[config.mk]
export PLATFORM = sky130hd
export DESIGN_NAME = fifo_param
export DESIGN_NICKNAME = d
export VERILOG_FILES = /design/src/rtl/fifo_param_pkg.sv /design/src/rtl/fifo_mem.sv /design/src/rtl/fifo_param.sv
export SDC_FILE = /design/constraint.sdc
export NUM_CORES = 1
export LEC_CHECK = 0
export ABC_CLOCK_PERIOD_IN_PS = 2100
export CELL_PAD_IN_SITES_DETAIL_PLACEMENT = 1
export CELL_PAD_IN_SITES_GLOBAL_PLACEMENT = 1
export CORE_ASPECT_RATIO = 0.8
export CORE_UTILIZATION = 30
export DETAILED_ROUTE_END_ITERATION = 16
export GPL_TIMING_DRIVEN = 1
export PLACE_DENSITY = 0.59
export SYNTH_ARGS = -nofsm -noshare
export SYNTH_HDL_FRONTEND = slang
export SYNTH_SLANG_ARGS = --single-unit
export TNS_END_PERCENT = 20
[constraint.sdc]
create_clock -name clk -period 2.1 [get_ports clk]
set_input_delay 0.525 -clock clk [delete_from_list [all_inputs] [get_ports clk]]
set_output_delay 0.525 -clock clk [all_outputs]
set_load 0.05 [all_outputs]
[src/rtl/fifo_param_pkg.sv]
// Shared defaults for the parametrised FIFO: default geometry and the count-width rule.
// The FIFO_ERR_STICKY_EN macro selects a sticky error flag instead of the one-cycle pulse.
package fifo_param_pkg;

  localparam int DEF_WORD_SIZE = 6;
  localparam int DEF_MEM_SIZE  = 8;

  // Occupancy must represent 0..MEM_SIZE inclusive, hence one bit wider than a pointer.
  function automatic int cnt_width(input int mem_size);
    return $clog2(mem_size) + 1;
  endfunction

endpackage

[src/rtl/fifo_mem.sv]
// MEM_SIZE x WORD_SIZE dual-port RAM: synchronous write, registered synchronous read.
// The read register clears on reset and holds its value when no read is issued.
module fifo_mem
  import fifo_param_pkg::*;
#(
  parameter int WORD_SIZE = DEF_WORD_SIZE,
  parameter int MEM_SIZE  = DEF_MEM_SIZE,
  parameter int PTR_L     = $clog2(MEM_SIZE)
) (
  input  logic                 clk,
  input  logic                 reset_L,
  input  logic                 wr_en,
  input  logic [PTR_L-1:0]     wr_addr,
  input  logic [WORD_SIZE-1:0] wr_data,
  input  logic                 rd_en,
  input  logic [PTR_L-1:0]     rd_addr,
  output logic [WORD_SIZE-1:0] rd_data
);

  logic [WORD_SIZE-1:0] mem [MEM_SIZE];

  // Storage is deliberately left out of reset.
  always_ff @(posedge clk) begin
    if (wr_en) begin
      mem[wr_addr] <= wr_data;
    end
  end

  // A read and write to the same address on one edge returns the old word.
  always_ff @(posedge clk or negedge reset_L) begin
    if (!reset_L) begin
      rd_data <= '0;
    end else if (rd_en) begin
      rd_data <= mem[rd_addr];
    end
  end

endmodule

[src/rtl/fifo_param.sv]
// Parametrised single-clock FIFO with occupancy count, read-valid strobe and threshold flags.
// Define FIFO_ERR_STICKY_EN to make the overflow/underflow error flag sticky until reset.
module fifo_param
  import fifo_param_pkg::*;
#(
  parameter int WORD_SIZE = DEF_WORD_SIZE,
  parameter int MEM_SIZE  = DEF_MEM_SIZE,
  parameter int PTR_L     = $clog2(MEM_SIZE)
) (
  input  logic                 clk,
  input  logic                 reset_L,
  input  logic                 fifo_wr,
  input  logic                 fifo_rd,
  input  logic [WORD_SIZE-1:0] fifo_data_in,
  input  logic [PTR_L:0]       full_threshold,
  input  logic [PTR_L:0]       empty_threshold,
  output logic [WORD_SIZE-1:0] fifo_data_out,
  output logic                 fifo_valid,
  output logic [PTR_L:0]       fifo_count,
  output logic                 fifo_full,
  output logic                 fifo_empty,
  output logic                 almost_full,
  output logic                 almost_empty,
  output logic                 error
);

  localparam int CNT_W = PTR_L + 1;
  localparam logic [CNT_W-1:0] FULL_CNT = CNT_W'(MEM_SIZE);

  logic [PTR_L-1:0] wr_ptr;
  logic [PTR_L-1:0] rd_ptr;
  logic [CNT_W-1:0] count;
  logic             wr_ok;
  logic             rd_ok;
  logic             overflow;
  logic             underflow;

  // Handshake: a write is taken when fifo_wr is high and there is room or a read frees a slot
  // on the same edge; a read is taken when fifo_rd is high and the FIFO is not empty. Taken
  // reads present their word on fifo_data_out with fifo_valid high one cycle later.
  always_comb begin
    wr_ok     = fifo_wr & (~fifo_full | fifo_rd);
    rd_ok     = fifo_rd & ~fifo_empty;
    overflow  = fifo_wr & fifo_full & ~fifo_rd;
    underflow = fifo_rd & fifo_empty;
  end

  always_ff @(posedge clk or negedge reset_L) begin
    if (!reset_L) begin
      wr_ptr     <= '0;
      rd_ptr     <= '0;
      count      <= '0;
      fifo_valid <= 1'b0;
    end else begin
      if (wr_ok) begin
        wr_ptr <= wr_ptr + 1'b1;
      end
      if (rd_ok) begin
        rd_ptr <= rd_ptr + 1'b1;
      end
      count      <= count + CNT_W'(wr_ok) - CNT_W'(rd_ok);
      fifo_valid <= rd_ok;
    end
  end

  always_ff @(posedge clk or negedge reset_L) begin
    if (!reset_L) begin
      error <= 1'b0;
    end else begin
`ifdef FIFO_ERR_STICKY_EN
      error <= error | overflow | underflow;
`else
      error <= overflow | underflow;
`endif
    end
  end

  // Flags decode the registered count so they move on the same edge as fifo_count.
  always_comb begin
    fifo_count   = count;
    fifo_full    = (count == FULL_CNT);
    fifo_empty   = (count == '0);
    almost_full  = (count >= full_threshold);
    almost_empty = (count <= empty_threshold);
  end

  fifo_mem #(
    .WORD_SIZE (WORD_SIZE),
    .MEM_SIZE  (MEM_SIZE),
    .PTR_L     (PTR_L)
  ) u_mem (
    .clk     (clk),
    .reset_L (reset_L),
    .wr_en   (wr_ok),
    .wr_addr (wr_ptr),
    .wr_data (fifo_data_in),
    .rd_en   (rd_ok),
    .rd_addr (rd_ptr),
    .rd_data (fifo_data_out)
  );

endmodule
==> results.py <==
metrics = {
    "routing": {
        "drcViolationCount": 0,
        "dr_total_vias": 1755,
        "viasPerCell": 4.45,
        "drtAntennaViolNets": 0,
        "dr.first_iter.drc_count": 68,
        "routed_wl_mm": 5.98,
        "dr.pass1.iters": 4,
        "post_drt_wl_per_cell_um": 15.2,
    },
    "critical_path": {
        "crit_buf_inv": 2,
        "cp_common_cell": "a21o_1",
        "reg2reg_slack_ps": -270,
        "slowest_delay_ps": 490,
        "cp_slowest_cell": "dfrtp_4",
        "r2r_end": "fifo_count[1]$_DFF_PN0_",
        "arrival_ps": 1870,
        "path_delay_family": "compound AO/OA/AOI/OAI gates",
        "path_cells": "inv_4 > ha_4 > nand2b_4 > a21o_1 > a21o_1 > a21o_4 > buf_8",
        "crit_path_end_kind": "output port",
        "required_ps": 1570,
        "r2r_cells": 10,
        "cp-start-kind": "flop",
        "worst-setup-path-type": "flop to output port",
        "r2r_start": "fifo_count[0]$_DFF_PN0_",
        "crit_fanout": 2,
    },
    "synth": {
        "synthesis.nets": 241,
        "avgSynthCellArea_sq_um": 14.2,
        "synth.distinct_cells": 32,
        "synth_cells": 206,
        "synth-seq-cells": 66,
        "ys_seq_area_share_pct": 64.7,
        "ys_warn_count": 0,
        "syn_area_sq_um": 2930,
    },
    "clock_network": {
        "htree_num_levels": 3,
        "cts_made_buffers": 9,
        "clkLatencyLatePin_ps": 320,
        "clock_sinks": 66,
        "cts_tree": "built",
        "path_clk_slew_ps": 60,
        "root_buffer": "clkbuf_16",
        "clockBufferDepth": 2,
    },
    "pwr": {
        "clock_power_share_pct": 25.6,
        "pwr_density_cell_nw_per_um2": 1520,
        "p_switching_w": 0.00220,
        "swShare_pct": 35.8,
        "vdd_drop_max_uv": 675,
        "intPower_w": 0.00394,
        "comb_power_share_pct": 43.9,
        "leakage_nw": 1.65,
        "pwr-share-seq_pct": 30.5,
    },
    "floorplan": {
        "die-area_sq_um": 10200,
        "die-width_um": 112,
        "initial_core_util_pct": 31.6,
        "io_pins": 34,
        "rows": 31,
        "die_h_um": 90.3,
        "core-area_sq_um": 9270,
    },
    "finish": {
        "synthToLayoutAreaGrowth_pct": 38.3,
        "final_nets": 309,
        "final_cell_count_no_fill": 394,
        "drive_gt1_share_pct": 29.4,
        "diodes": 0,
        "fin_util_pct": 43.6,
    },
    "placed_design": {
        "place_ws_ps": -522,
        "io_buffers": 33,
        "gp_congestion": 0.700,
        "dpl.hpwl_mm": 4.30,
        "place_inst": 376,
    },
    "timing": {
        "drv_slew": 0,
        "hold_violations": 0,
        "period_minus_slack_ps": 2400,
        "period_share_pct": 114,
        "setup_viol": 6,
        "slew_headroom_pct": 65.2,
        "max_freq_ghz": 0.417,
        "fin_ws_ps": -296,
        "rsz0062_at_grt": "yes",
        "clock_skew_ps": 4.90,
        "tightestPinTransition_ps": 520,
    },
    "global_routing": {
        "track_usage_pct": 13.1,
        "grt_max_degree": 27,
        "antenna_found_initial": 0,
        "grt_pass1_wl_mm": 9.76,
        "grt_remaining_overflow": 0,
        "grt_pass1_vias": 1849,
    },
    "worst_hold_path": {
        "min_to": "wr_ptr[0]$_DFFE_PN0P_",
        "hold_depth": 2,
        "worstHoldStart": "wr_ptr[0]$_DFFE_PN0P_",
        "min_path_type": "flop to flop",
    },
    "outcome": {
        "failed_checks": "negative setup slack",
        "status": "finished, violations left",
    },
    "run": {
        "maxCapViolations": 0,
    },
}
[registers in the layout, indices dropped and copies added, names as in the netlist]
register / count
fifo_count: 4
fifo_valid: 1
u_mem.rd_data: 6
u_mem.mem: 48
rd_ptr: 3
wr_ptr: 3
error: 1
[through the flow]
| stage | power [W] | cell area, sq um | setup TNS (ps) | hold slack, ps |
|---|---|---|---|---|
| 2_1_floorplan | 0.00362 | 3010 | -2170 | 229 |
| 6_report | 0.00615 | 4050 | -1220 | 527 |
| 3_5_place_dp | 0.00453 | 3660 | -1940 | 519 |
| 3_3_place_gp | 0.00448 | 3660 | -1670 | 516 |
| 4_1_cts | 0.00626 | 4050 | -1430 | 531 |
| 5_1_grt | 0.00653 | 4050 | -1710 | 558 |
[layout by cell type (no fill, tap or decap), drive strengths merged, types with 2 or more instances in the layout]
cell type | netlist | final
nor2 | 8 | 8
inv | 21 | 22
a21oi | 2 | 2
clkdlybuf4s50 | 0 | 22
nand2 | 9 | 9
bufinv | 0 | 2
o21a | 3 | 3
dlygate4sd2 | 0 | 4
edfxtp | 48 | 48
mux2i | 24 | 24
xnor2 | 3 | 3
nand2b | 4 | 4
xor2 | 2 | 2
nand3 | 6 | 6
clkinv | 1 | 3
clkinvlp | 0 | 2
ha | 16 | 16
a21o | 4 | 4
nor2b | 4 | 4
clkbuf | 0 | 9
dfrtp | 18 | 18
nor3 | 2 | 2
buf | 6 | 37
o21ai | 7 | 7
a22oi | 12 | 12
[kinds of logic (layout without fill, tap and decap cells)]
group	Yosys count	in the layout	synth area share, %
flops	66	66	64.7
simple gates	37	37	6.67
compound gates	28	28	6.67
buf+inv	28	101	4.36
mux	25	25	8.60
fa+ha+maj	17	17	7.53
xor+xnor	5	5	1.50
[how the worst max path moves through the flow]
stage	start	end	slack [ps]	cells past startpoint
final	fifo_count[0]$_DFF_PN0_	almost_full	-300	7
after global placement	empty_threshold[1]	almost_empty	-510	8
after CTS	fifo_count[0]$_DFF_PN0_	almost_full	-350	7
after floorplan	fifo_count[2]$_DFF_PN0_	fifo_count[1]$_DFF_PN0_	-610	12
after global routing	fifo_count[0]$_DFF_PN0_	almost_full	-370	7
after detailed placement	empty_threshold[1]	almost_empty	-520	8
[area by class of cell]
class	count	area [sq um]
fillers	957	5220
flip-flops and latches	66	1900
multi-input cells	112	1020
repair buffers	63	582
clock buffers	9	225
well taps	115	144
clock inverters	7	92.6
inverters	22	86.3
[power groups by stage]
stage	clock, W	sequential, W	combinational, W
after global placement	0	0.00189	0.00259
after floorplan	0	0.00229	0.00133
after global routing	0.00167	0.00190	0.00296
after CTS	0.00161	0.00188	0.00276
final	0.00157	0.00187	0.00270
after detailed placement	0	0.00191	0.00262
[repair_timing]
| item | CTS | global route |
|---|---|---|
| hold buffers | 0 | 0 |
| gates resized for setup | 14 | 0 |
| pin swaps | 9 | 4 |
| setup buffers | 2 | 0 |
| cloned | 0 | 0 |
| setup endpoints to repair | 7 | 7 |
[metal layers]
metal / wire length, um / track usage, %
met1: 2810 / 16.7
met2: 2900 / 21.0
met3: 186 / 4.23
met4: 83 / 4.33
met5: 0 / 0
[cells in the mapped netlist]
master | number | area [sq um]
a21o_1 | 4 | 30.0
a21oi_1 | 2 | 10.0
a22oi_1 | 12 | 90.1
and2_1 | 1 | 6.26
buf_1 | 1 | 3.75
buf_2 | 2 | 10.0
buf_4 | 1 | 7.51
buf_6 | 2 | 22.5
clkinv_2 | 1 | 5.00
dfrtp_1 | 18 | 450
edfxtp_1 | 48 | 1440
fa_1 | 1 | 20.0
ha_1 | 16 | 200
inv_1 | 21 | 78.8
mux2_2 | 1 | 11.3
mux2i_1 | 24 | 240
nand2_1 | 8 | 30.0
nand2_2 | 1 | 6.26
nand2b_1 | 3 | 18.8
nand2b_2 | 1 | 8.76
nand3_1 | 6 | 30.0
nand4_1 | 1 | 6.26
nor2_1 | 8 | 30.0
nor2b_1 | 4 | 25.0
nor3_1 | 2 | 10.0
nor3b_2 | 1 | 12.5
o21a_1 | 2 | 15.0
o21a_4 | 1 | 15.0
o21ai_0 | 7 | 35.0
or3b_4 | 1 | 11.3
xnor2_1 | 3 | 26.3
xor2_1 | 2 | 17.5
[worst min-delay path: cells and delay by family (launching register included)]
kind | cells | cell delay (ps)
flops | 1 | 380
simple gates | 2 | 110
No activity file was read; power rests on OpenSTA's default activity.
